===== config.mk =====
export PLATFORM = sky130hd
export DESIGN_NAME = seq_divider
export DESIGN_NICKNAME = d
export VERILOG_FILES = /design/src/rtl/seq_divider_pkg.sv /design/src/rtl/seq_divider_div_step.sv /design/src/rtl/seq_divider.sv
export SDC_FILE = /design/constraint.sdc
export NUM_CORES = 1
export LEC_CHECK = 0
export BUFFER_PORTS_ARGS = -buffer_cell sky130_fd_sc_hd__buf_2
export CORE_ASPECT_RATIO = 0.5
export CORE_MARGIN = 2
export CORE_UTILIZATION = 40
export CTS_CLUSTER_SIZE = 8
export DETAILED_ROUTE_END_ITERATION = 10
export PLACE_DENSITY = 0.61
export SYNTH_ARGS = -nofsm -noshare
export SYNTH_HDL_FRONTEND = slang
export SYNTH_HIERARCHICAL = 1
export SYNTH_SLANG_ARGS = --single-unit

===== constraint.sdc =====
create_clock -name clk -period 1.95 [get_ports clk]
set_input_delay 0.195 -clock clk [delete_from_list [all_inputs] [get_ports clk]]
set_output_delay 0.195 -clock clk [all_outputs]
set_load 0.005 [all_outputs]

===== src/rtl/seq_divider_pkg.sv =====
// Shared definitions for the sequential restoring divider: FSM encoding and default widths.
package seq_divider_pkg;

  localparam int DEF_DIVIDEND_W = 8;
  localparam int DEF_DIVISOR_W  = 4;

  typedef enum logic [1:0] {
    IDLE = 2'd0,
    RUN  = 2'd1,
    FIN  = 2'd2
  } div_state_e;

endpackage : seq_divider_pkg


===== src/rtl/seq_divider_div_step.sv =====
// One restoring-division iteration: shift the next dividend bit into the partial
// remainder, subtract the divisor when it fits, and emit the quotient bit.
module div_step
  import seq_divider_pkg::*;
#(
  parameter int DIVISOR_W = DEF_DIVISOR_W
) (
  input  logic [DIVISOR_W:0]   p_i,
  input  logic                 bit_i,
  input  logic [DIVISOR_W-1:0] divisor_i,
  output logic [DIVISOR_W:0]   p_o,
  output logic                 q_o
);

  logic [DIVISOR_W:0] t;
  logic [DIVISOR_W:0] diff;

  always_comb begin
    t    = {p_i[DIVISOR_W-1:0], bit_i};
    diff = t - {1'b0, divisor_i};
    // A set MSB of P means the true shifted value already exceeds any divisor.
    q_o  = p_i[DIVISOR_W] | (t >= {1'b0, divisor_i});
    p_o  = q_o ? diff : t;
  end

endmodule : div_step


===== src/rtl/seq_divider.sv =====
// Sequential restoring divider: one quotient bit per clock, start/busy/done handshake,
// fixed DIVIDEND_W+1 cycle latency from accepted start to done.
module seq_divider
  import seq_divider_pkg::*;
#(
  parameter int DIVIDEND_W = DEF_DIVIDEND_W,
  parameter int DIVISOR_W  = DEF_DIVISOR_W
) (
  input  logic                  clk,
  input  logic                  rst_n,
  input  logic                  start,
  input  logic [DIVIDEND_W-1:0] dividend,
  input  logic [DIVISOR_W-1:0]  divisor,
  output logic                  busy,
  output logic                  done,
  output logic [DIVIDEND_W-1:0] quotient,
  output logic [DIVISOR_W-1:0]  remainder,
  output logic                  div_zero
);

  localparam int CNT_W = $clog2(DIVIDEND_W);

  div_state_e            state_q, state_d;
  logic [CNT_W-1:0]      cnt_q, cnt_d;
  logic                  done_q, done_d;
  logic [DIVIDEND_W-1:0] quotient_q, quotient_d;
  logic [DIVISOR_W-1:0]  remainder_q, remainder_d;
  logic                  div_zero_q, div_zero_d;

  logic [DIVIDEND_W-1:0] dvd_q, dvd_d;
  logic [DIVISOR_W-1:0]  dvs_q, dvs_d;
  logic [DIVISOR_W:0]    p_q, p_d;
  logic [DIVIDEND_W-1:0] quo_q, quo_d;

  logic [DIVISOR_W:0]    step_p;
  logic                  step_q;

  div_step #(
    .DIVISOR_W (DIVISOR_W)
  ) u_step (
    .p_i       (p_q),
    .bit_i     (dvd_q[DIVIDEND_W-1]),
    .divisor_i (dvs_q),
    .p_o       (step_p),
    .q_o       (step_q)
  );

  always_comb begin
    state_d     = state_q;
    cnt_d       = cnt_q;
    done_d      = 1'b0;
    quotient_d  = quotient_q;
    remainder_d = remainder_q;
    div_zero_d  = div_zero_q;
    dvd_d       = dvd_q;
    dvs_d       = dvs_q;
    p_d         = p_q;
    quo_d       = quo_q;

    unique case (state_q)
      IDLE: begin
        if (start) begin
          dvd_d   = dividend;
          dvs_d   = divisor;
          p_d     = '0;
          quo_d   = '0;
          cnt_d   = CNT_W'(DIVIDEND_W - 1);
          state_d = RUN;
        end
      end

      RUN: begin
        dvd_d = {dvd_q[DIVIDEND_W-2:0], 1'b0};
        p_d   = step_p;
        quo_d = {quo_q[DIVIDEND_W-2:0], step_q};
        if (cnt_q == '0) begin
          // Results land in the output registers on the same edge that enters FIN,
          // so they are already valid while done is high.
          state_d = FIN;
          done_d  = 1'b1;
          if (dvs_q == '0) begin
            quotient_d  = '1;
            remainder_d = '0;
            div_zero_d  = 1'b1;
          end else begin
            quotient_d  = {quo_q[DIVIDEND_W-2:0], step_q};
            remainder_d = step_p[DIVISOR_W-1:0];
            div_zero_d  = 1'b0;
          end
        end else begin
          cnt_d = cnt_q - CNT_W'(1);
        end
      end

      FIN: begin
        state_d = IDLE;
      end

      default: begin
        state_d = IDLE;
      end
    endcase
  end

  // Control and result registers
  always_ff @(posedge clk or negedge rst_n) begin
    if (!rst_n) begin
      state_q     <= IDLE;
      cnt_q       <= '0;
      done_q      <= 1'b0;
      quotient_q  <= '0;
      remainder_q <= '0;
      div_zero_q  <= 1'b0;
    end else begin
      state_q     <= state_d;
      cnt_q       <= cnt_d;
      done_q      <= done_d;
      quotient_q  <= quotient_d;
      remainder_q <= remainder_d;
      div_zero_q  <= div_zero_d;
    end
  end

  // Working datapath registers
  always_ff @(posedge clk) begin
    dvd_q <= dvd_d;
    dvs_q <= dvs_d;
    p_q   <= p_d;
    quo_q <= quo_d;
  end

  assign busy      = (state_q != IDLE);
  assign done      = done_q;
  assign quotient  = quotient_q;
  assign remainder = remainder_q;
  assign div_zero  = div_zero_q;

endmodule : seq_divider

==> results.py, run 1 <==
metrics = {
    "timing": {
        "slew_violations": 0,
        "setup_tns_ns": 0,
        "worst-slew-pin-transition_ns": 0.435,
        "worst_slew_margin_rel_pct": 71.0,
        "rsz0062_at_grt": "yes",
        "finalWorstPathRequiredPeriod_ns": 1.91,
        "fin_skew_ns": 0.0138,
        "finalHoldViolations": 0,
        "timing.fmax_mhz": 523,
        "min_period_over_period_pct": 98.0,
        "timing.final.setup_violations": 0,
    },
    "clock_network": {
        "clkLatencyLatePin_ns": 0.30,
        "htree_num_levels": 2,
        "cts_inserted_buffers": 5,
        "numClockSinks": 43,
        "worst_setup_hold_path_clk_slew_ns": 0.09,
        "cts.root.buffer_cell": "sky130_fd_sc_hd__clkbuf_8",
        "cts-root-to-sink-buffers": 2,
        "cts_tree": "done",
    },
    "worst_setup_path": {
        "ff2ff_setup_slack_ns": 0.04,
        "timing.critical_path.to": "p_q[2]",
        "critical_path.endpoint_type": "flop",
        "ff_to_ff_start": "dvs_q[1]",
        "critical_path.max_fanout": 3,
        "worst_ep_arrival_time_ns": 1.97,
        "timing.reg2reg.worst_path_depth": 7,
        "cp-startpoint": "dvs_q[1]",
        "regToRegEndpoint": "p_q[2]",
        "timing_worst_setup_path_type": "reg -> reg",
        "cp_num_cells": 7,
        "timing.critical_path.cells": "inv_2 > ha_4 > nor2b_4 > o31a_4 > nor2_8 > mux2_4 > and2_4",
        "startpoint_type": "flop",
        "cp.required_ns": 2.01,
        "worst_path_dominant_cell_family": "flip-flops",
        "critical_path.slowest_cell": "sky130_fd_sc_hd__edfxtp_1",
        "timing.critical_path.slowest_cell_delay_ns": 0.41,
        "path_buf_inv": 1,
    },
    "floorplanning": {
        "row_count": 18,
        "fp.dieH_um": 53.8,
        "floorplan.initialDensity_pct": 41.0,
        "io_pins": 30,
        "core_region_area_sq_um": 4840,
        "area_of_the_die_sq_um": 5570,
        "die_width_um": 104,
    },
    "global_routing": {
        "grt_pass1_vias": 1191,
        "grt_util_all_layers_pct": 13.8,
        "gr-total-overflow": 0,
        "grt_start_max_net_pins": 22,
        "initial_antenna_violation_count": 0,
        "grt_first_pass_wirelength_mm": 5.81,
    },
    "synthesis": {
        "ys_ff_latch": 43,
        "yosysSeqAreaShare_pct": 60.3,
        "post_synth_instance_area_sq_um": 1980,
        "synth_area_per_cell_sq_um": 13.8,
        "netlist_instances": 144,
        "post_synth_edffs": 24,
        "synth.net_count": 166,
        "synthArstFlopShare_pct": 44.2,
        "synthDistinctLibCells": 40,
        "synth_flop_cell": "sky130_fd_sc_hd__edfxtp_1",
        "synth_warnings": 6,
    },
    "worst_hold_path": {
        "min_path_type": "in -> reg",
    },
    "placement": {
        "gpl.final_weighted_congestion": 0.726,
        "portBuffers": 29,
        "dp_hpwl_mm": 2.45,
        "instance_area_at_placement_sq_um": 2240,
    },
    "drt": {
        "wl_mm": 3.52,
        "detail_route.first_pass.iterations": 4,
        "detail_route.vias_per_cell": 4.81,
        "drtIter0Drc": 28,
        "ant_nets": 0,
        "remaining_drc_errors": 0,
        "via_count": 1227,
        "avgRoutedWirePerCell_um": 13.8,
    },
    "run": {
        "max_cap_viol_count": 0,
    },
    "cells_and_area": {
        "stdcell_area_sq_um": 2410,
        "nNetsFinal": 206,
        "n_antenna_cell": 0,
        "areaGrowthSynthToFinish_pct": 21.7,
        "drive_above_1_share_pct": 40.5,
    },
    "power_and_ir_drop": {
        "power.total_mw": 4.13,
        "pwr_density_cell_nw_per_um2": 1710,
        "power_leakage_nw": 1.02,
        "peakVddDrop_v": 0.000576,
    },
    "outcome": {
        "run_status": "complete, no violations",
    },
}
-- report_power, final --
group          switching [mW]  total, mW  internal (mW)
clock                   0.296      0.539          0.243
sequential              0.213       1.70           1.49
combinational           0.857       1.89           1.03
-- per-layer routing --
layer	vias up	track usage [%]	wire, um
met3	7	3.63	101
met1	613	17.9	1670
met4	0	6.76	62
met5	-	0	0
met2	15	22.4	1680
li1	592	-	-
-- synth_stat cells (3+ instances only) --
master | number | area, sq um
sky130_fd_sc_hd__a22o_1 | 4 | 35.0
sky130_fd_sc_hd__o22a_1 | 8 | 70.1
sky130_fd_sc_hd__nor2_1 | 7 | 26.3
sky130_fd_sc_hd__a21oi_1 | 3 | 15.0
sky130_fd_sc_hd__dfrtp_1 | 19 | 475
sky130_fd_sc_hd__o21ai_0 | 3 | 15.0
sky130_fd_sc_hd__nand2_1 | 3 | 11.3
sky130_fd_sc_hd__inv_1 | 11 | 41.3
sky130_fd_sc_hd__nor2b_1 | 3 | 18.8
sky130_fd_sc_hd__mux2_2 | 8 | 90.1
sky130_fd_sc_hd__mux2i_1 | 3 | 30.0
sky130_fd_sc_hd__edfxtp_1 | 24 | 721
sky130_fd_sc_hd__nand2b_1 | 3 | 18.8
sky130_fd_sc_hd__ha_1 | 6 | 75.1
sky130_fd_sc_hd__and2_1 | 12 | 75.1
-- repair_timing --
action                                  in CTS  in global routing
hold endpoints to repair                    19                  0
cloned                                       0                  0
setup buffers                                0                  1
endpoints found under the setup margin       2                  6
pin swaps                                    1                  0
resized for setup                            2                 11
hold buffers                                 1                  0
-- how the worst min path moves through the flow --
| stage | end | depth (start not counted) | from | slack [ns] |
|---|---|---|---|---|
| 3_3_place_gp | quotient[4] | 1 | rst_n | 0.15 |
| 3_5_place_dp | quotient[4] | 1 | rst_n | 0.16 |
| 6_report | dvs_q[1] | 1 | divisor[1] | 0.06 |
| 2_1_floorplan | cnt_q[0] | 0 | rst_n | -0.10 |
| 4_1_cts | dvs_q[1] | 1 | divisor[1] | 0.06 |
| 5_1_grt | dvs_q[3] | 1 | divisor[3] | 0.05 |
-- layout by cell type, fill, tap and decap left out, drive strengths merged, types with 4 or more instances in the layout --
cell | Yosys | layout
a22o | 4 | 4
and2 | 13 | 13
buf | 3 | 36
clkbuf | 1 | 5
dfrtp | 19 | 19
edfxtp | 24 | 24
ha | 6 | 6
inv | 12 | 12
mux2 | 9 | 9
nand2 | 5 | 5
nor2 | 8 | 8
nor2b | 4 | 4
o21ai | 4 | 4
o22a | 8 | 8
-- cell families (layout without fill, tap and decap cells) --
logic type / Yosys count / count (layout) / share of synthesized area [%]
multiplexers: 12 / 12 / 6.81
buffers and inverters: 16 / 57 / 3.34
flip-flops: 43 / 43 / 60.3
AND/OR/NAND/NOR: 40 / 40 / 13.9
AO/OA/AOI/OAI: 25 / 25 / 10.5
XOR/XNOR: 1 / 1 / 0.441
adder cells (fa/ha/maj): 7 / 7 / 4.79
-- metrics by stage --
step	cells	hold slack (ns)	worst slack, ns	util [%]
after detailed placement	245	0.158	-0.0159	46.3
after CTS	254	0.0586	0.000205	48.7
after global placement	245	0.153	-0.00368	46.3
after global routing	255	0.0530	-0.0263	49.9
after floorplan	144	-0.101	0.00716	-
final	255	0.0629	0.0392	49.9
-- worst register-to-register path: cells and delay by family (launching register included) --
kind                       cells  cell delay, ns
and+or+nand+nor                3            0.36
DFF                            1            0.41
adders and majority gates      1            0.20
buffers and inverters          1            0.09
muxes                          1            0.31
AOI/OAI and AO/OA              1            0.31
-- cell type report --
type / instances / area, sq um
fill: 437 / 2430
sequential: 43 / 1200
multi-input combinational: 85 / 795
timing repair buffer: 37 / 208
tap: 70 / 87.6
clock buffer: 5 / 68.8
inverter: 12 / 45.0
clock inverter: 3 / 15.0
-- flip-flops by register name (all words and copies together), names as in the netlist --
name,cells
cnt_q,3
div_zero,1
done,1
dvd_q,8
dvs_q,4
p_q,5
quo_q,7
quotient,8
remainder,4
state_q,2
(Power assumes the default switching activity.)
==> inputs of run 2 (changes only) <==
GPL_TIMING_DRIVEN = 0   (was unset)
==> run 2 against run 1 <==
Effect of this change: the flow now finishes with violations (negative setup slack); register-to-register slack got worse by 0.04 ns; clock skew fell by 0.0086 ns; combinational power about the same.
==> results.py, run 2 (synthesis gave the netlist of run 1 again) <==
metrics = {
    "drt": {
        "detail_route.vias_per_cell": 4.72,
        "remaining_drc_errors": 0,
        "via_count": 1212,
        "avgRoutedWirePerCell_um": 14.6,
        "ant_nets": 0,
        "wl_mm": 3.77,
        "drtIter0Drc": 56,
        "detail_route.first_pass.iterations": 4,
    },
    "power_and_ir_drop": {
        "power_leakage_nw": 1.03,
        "cell_internal_pwr_mw": 2.78,
        "total_switching_power_mw": 1.38,
        "pwr-share-comb_pct": 44.8,
        "part_of_the_total_power_dissipated_in_the_clock_network_pct": 14.0,
        "power.share.switching_pct": 33.2,
        "peakVddDrop_v": 0.000716,
        "seq_power_share_pct": 41.2,
        "pwr_density_cell_nw_per_um2": 1720,
        "power.total_mw": 4.16,
    },
    "worst_setup_path": {
        "critical_path.endpoint_type": "flop",
        "critical_path.slowest_cell": "sky130_fd_sc_hd__edfxtp_1",
        "worst_ep_arrival_time_ns": 2.01,
        "cp.required_ns": 2.00,
        "critical_path.max_fanout": 3,
        "timing.critical_path.cells": "inv_2 > ha_4 > nor2b_4 > o31a_4 > nor2_8 > mux2_4 > and2_4",
        "startpoint_type": "flop",
        "timing_worst_setup_path_type": "reg -> reg",
        "timing.reg2reg.worst_path_depth": 7,
        "timing.critical_path.slowest_cell_delay_ns": 0.41,
    },
    "worst_hold_path": {
        "min_path_type": "in -> reg",
        "worstHoldPathCells": 1,
    },
    "cells_and_area": {
        "nNetsFinal": 208,
        "filler_cell_count": 438,
        "areaGrowthSynthToFinish_pct": 22.0,
        "n_antenna_cell": 0,
        "drive_above_1_share_pct": 40.6,
        "layout_commonest_cell": "sky130_fd_sc_hd__buf_2",
        "final_cell_mix": "sky130_fd_sc_hd__buf_2, sky130_fd_sc_hd__edfxtp_1, sky130_fd_sc_hd__dfrtp_1, sky130_fd_sc_hd__and2_1",
        "stdcell_area_sq_um": 2420,
    },
    "clock_network": {
        "htree_num_levels": 2,
        "worst_setup_hold_path_clk_slew_ns": 0.08,
        "cts.root.buffer_cell": "sky130_fd_sc_hd__clkbuf_8",
        "clkLatencyLatePin_ns": 0.29,
        "cts_inserted_buffers": 5,
        "cts-root-to-sink-buffers": 2,
        "numClockSinks": 43,
        "cts_tree": "done",
    },
    "floorplanning": {
        "row_count": 18,
        "floorplan.initialDensity_pct": 41.0,
        "io_pins": 30,
        "area_of_the_die_sq_um": 5570,
        "fp.dieH_um": 53.8,
        "die_width_um": 104,
        "core_region_area_sq_um": 4840,
    },
    "placement": {
        "dp_hpwl_mm": 2.64,
        "portBuffers": 29,
        "gpl.final_weighted_congestion": 0.714,
        "detailedPlace.worstSlack_ns": -0.112,
        "instance_area_at_placement_sq_um": 2220,
    },
    "timing": {
        "timing.final.setup_violations": 1,
        "finalWorstPathRequiredPeriod_ns": 1.95,
        "finalHoldViolations": 0,
        "rsz0062_at_grt": "yes",
        "slew_violations": 0,
        "fin_skew_ns": 0.00525,
        "timing.fmax_mhz": 512,
        "final_critical_path_setup_slack_ns": -0.00415,
        "worst_slew_margin_rel_pct": 71.0,
        "worst-slew-pin-transition_ns": 0.435,
        "min_period_over_period_pct": 100,
    },
    "outcome": {
        "failed_checks": "negative setup slack",
        "run_status": "finished, violations left",
    },
    "global_routing": {
        "grt_start_max_net_pins": 23,
        "grt_first_pass_wirelength_mm": 5.96,
        "initial_antenna_violation_count": 0,
        "grt_util_all_layers_pct": 14.4,
        "grt_pass1_vias": 1259,
        "gr-total-overflow": 0,
    },
    "run": {
        "max_cap_viol_count": 0,
    },
}
run 2: stage by stage:
step | setup TNS [ns] | hold slack (ns) | util [%] | cells
2_1_floorplan | 0 | -0.101 | - | 144
3_3_place_gp | -0.129 | 0.147 | 45.8 | 243
3_5_place_dp | -0.191 | 0.153 | 45.8 | 243
4_1_cts | -0.0400 | 0.0597 | 48.9 | 254
5_1_grt | -0.160 | 0.0572 | 50.0 | 257
6_report | -0.00415 | 0.0713 | 50.0 | 257
run 2: repair_timing:
action | 4_1_cts | 5_1_grt
resized for setup | 6 | 6
pin swaps | 4 | 5
setup endpoints to repair | 5 | 7
cloned | 0 | 0
buffers inserted | 2 | 3
endpoints found under the hold margin | 19 | 0
hold buffers | 1 | 0
run 2: critical path, delay by kind of cell (launching register included):
| kind | cells | cell delay, ns |
|---|---|---|
| simple gates | 3 | 0.39 |
| mux | 1 | 0.32 |
| compound gates | 1 | 0.31 |
| fa+ha+maj | 1 | 0.20 |
| buf+inv | 1 | 0.09 |
| flops | 1 | 0.41 |
run 2: worst paths after layout:
path | startpoint | to | slack [ns]
max reg2reg | dvs_q[1] | p_q[2] | -0.004
max in group asynchronous | rst_n | cnt_q[1] | 1.26
min reg2reg | quo_q[6] | quotient[7] | 0.48
min | divisor[3] | dvs_q[3] | 0.07
max | dvs_q[1] | p_q[2] | -0.004
min in group asynchronous | rst_n | quotient[3] | 0.38
run 2: layout make-up:
class | instances | area (sq um) | area share (%)
flip-flops and latches | 43 | 1200 | 49.4
multi-input cells | 85 | 787 | 32.5
repair buffers | 35 | 193 | 7.96
inverters | 12 | 45.0 | 1.86
well taps | 70 | 87.6 | 3.62
plain buffers | 4 | 21.3 | 0.879
clock buffers | 7 | 86.3 | 3.57
clock inverters | 1 | 5.00 | 0.207
run 2: power by group through the flow:
stage               clock network (mW)  registers [mW]  logic, mW
finish                           0.582            1.71       1.86
global route                     0.638            1.76       2.07
global placement                     0            1.70       1.61
CTS                              0.599            1.71       1.79
floorplan                            0            1.67       1.23
detailed placement                   0            1.72       1.68
run 2: routing by layer:
metal / global-route usage [%] / part of all wire, % / wire, um
met1: 16.9 / 46 / 1730
met2: 26.4 / 50 / 1890
met3: 2.91 / 2.3 / 88
met4: 7.43 / 1.6 / 62
met5: 0 / 0 / 0
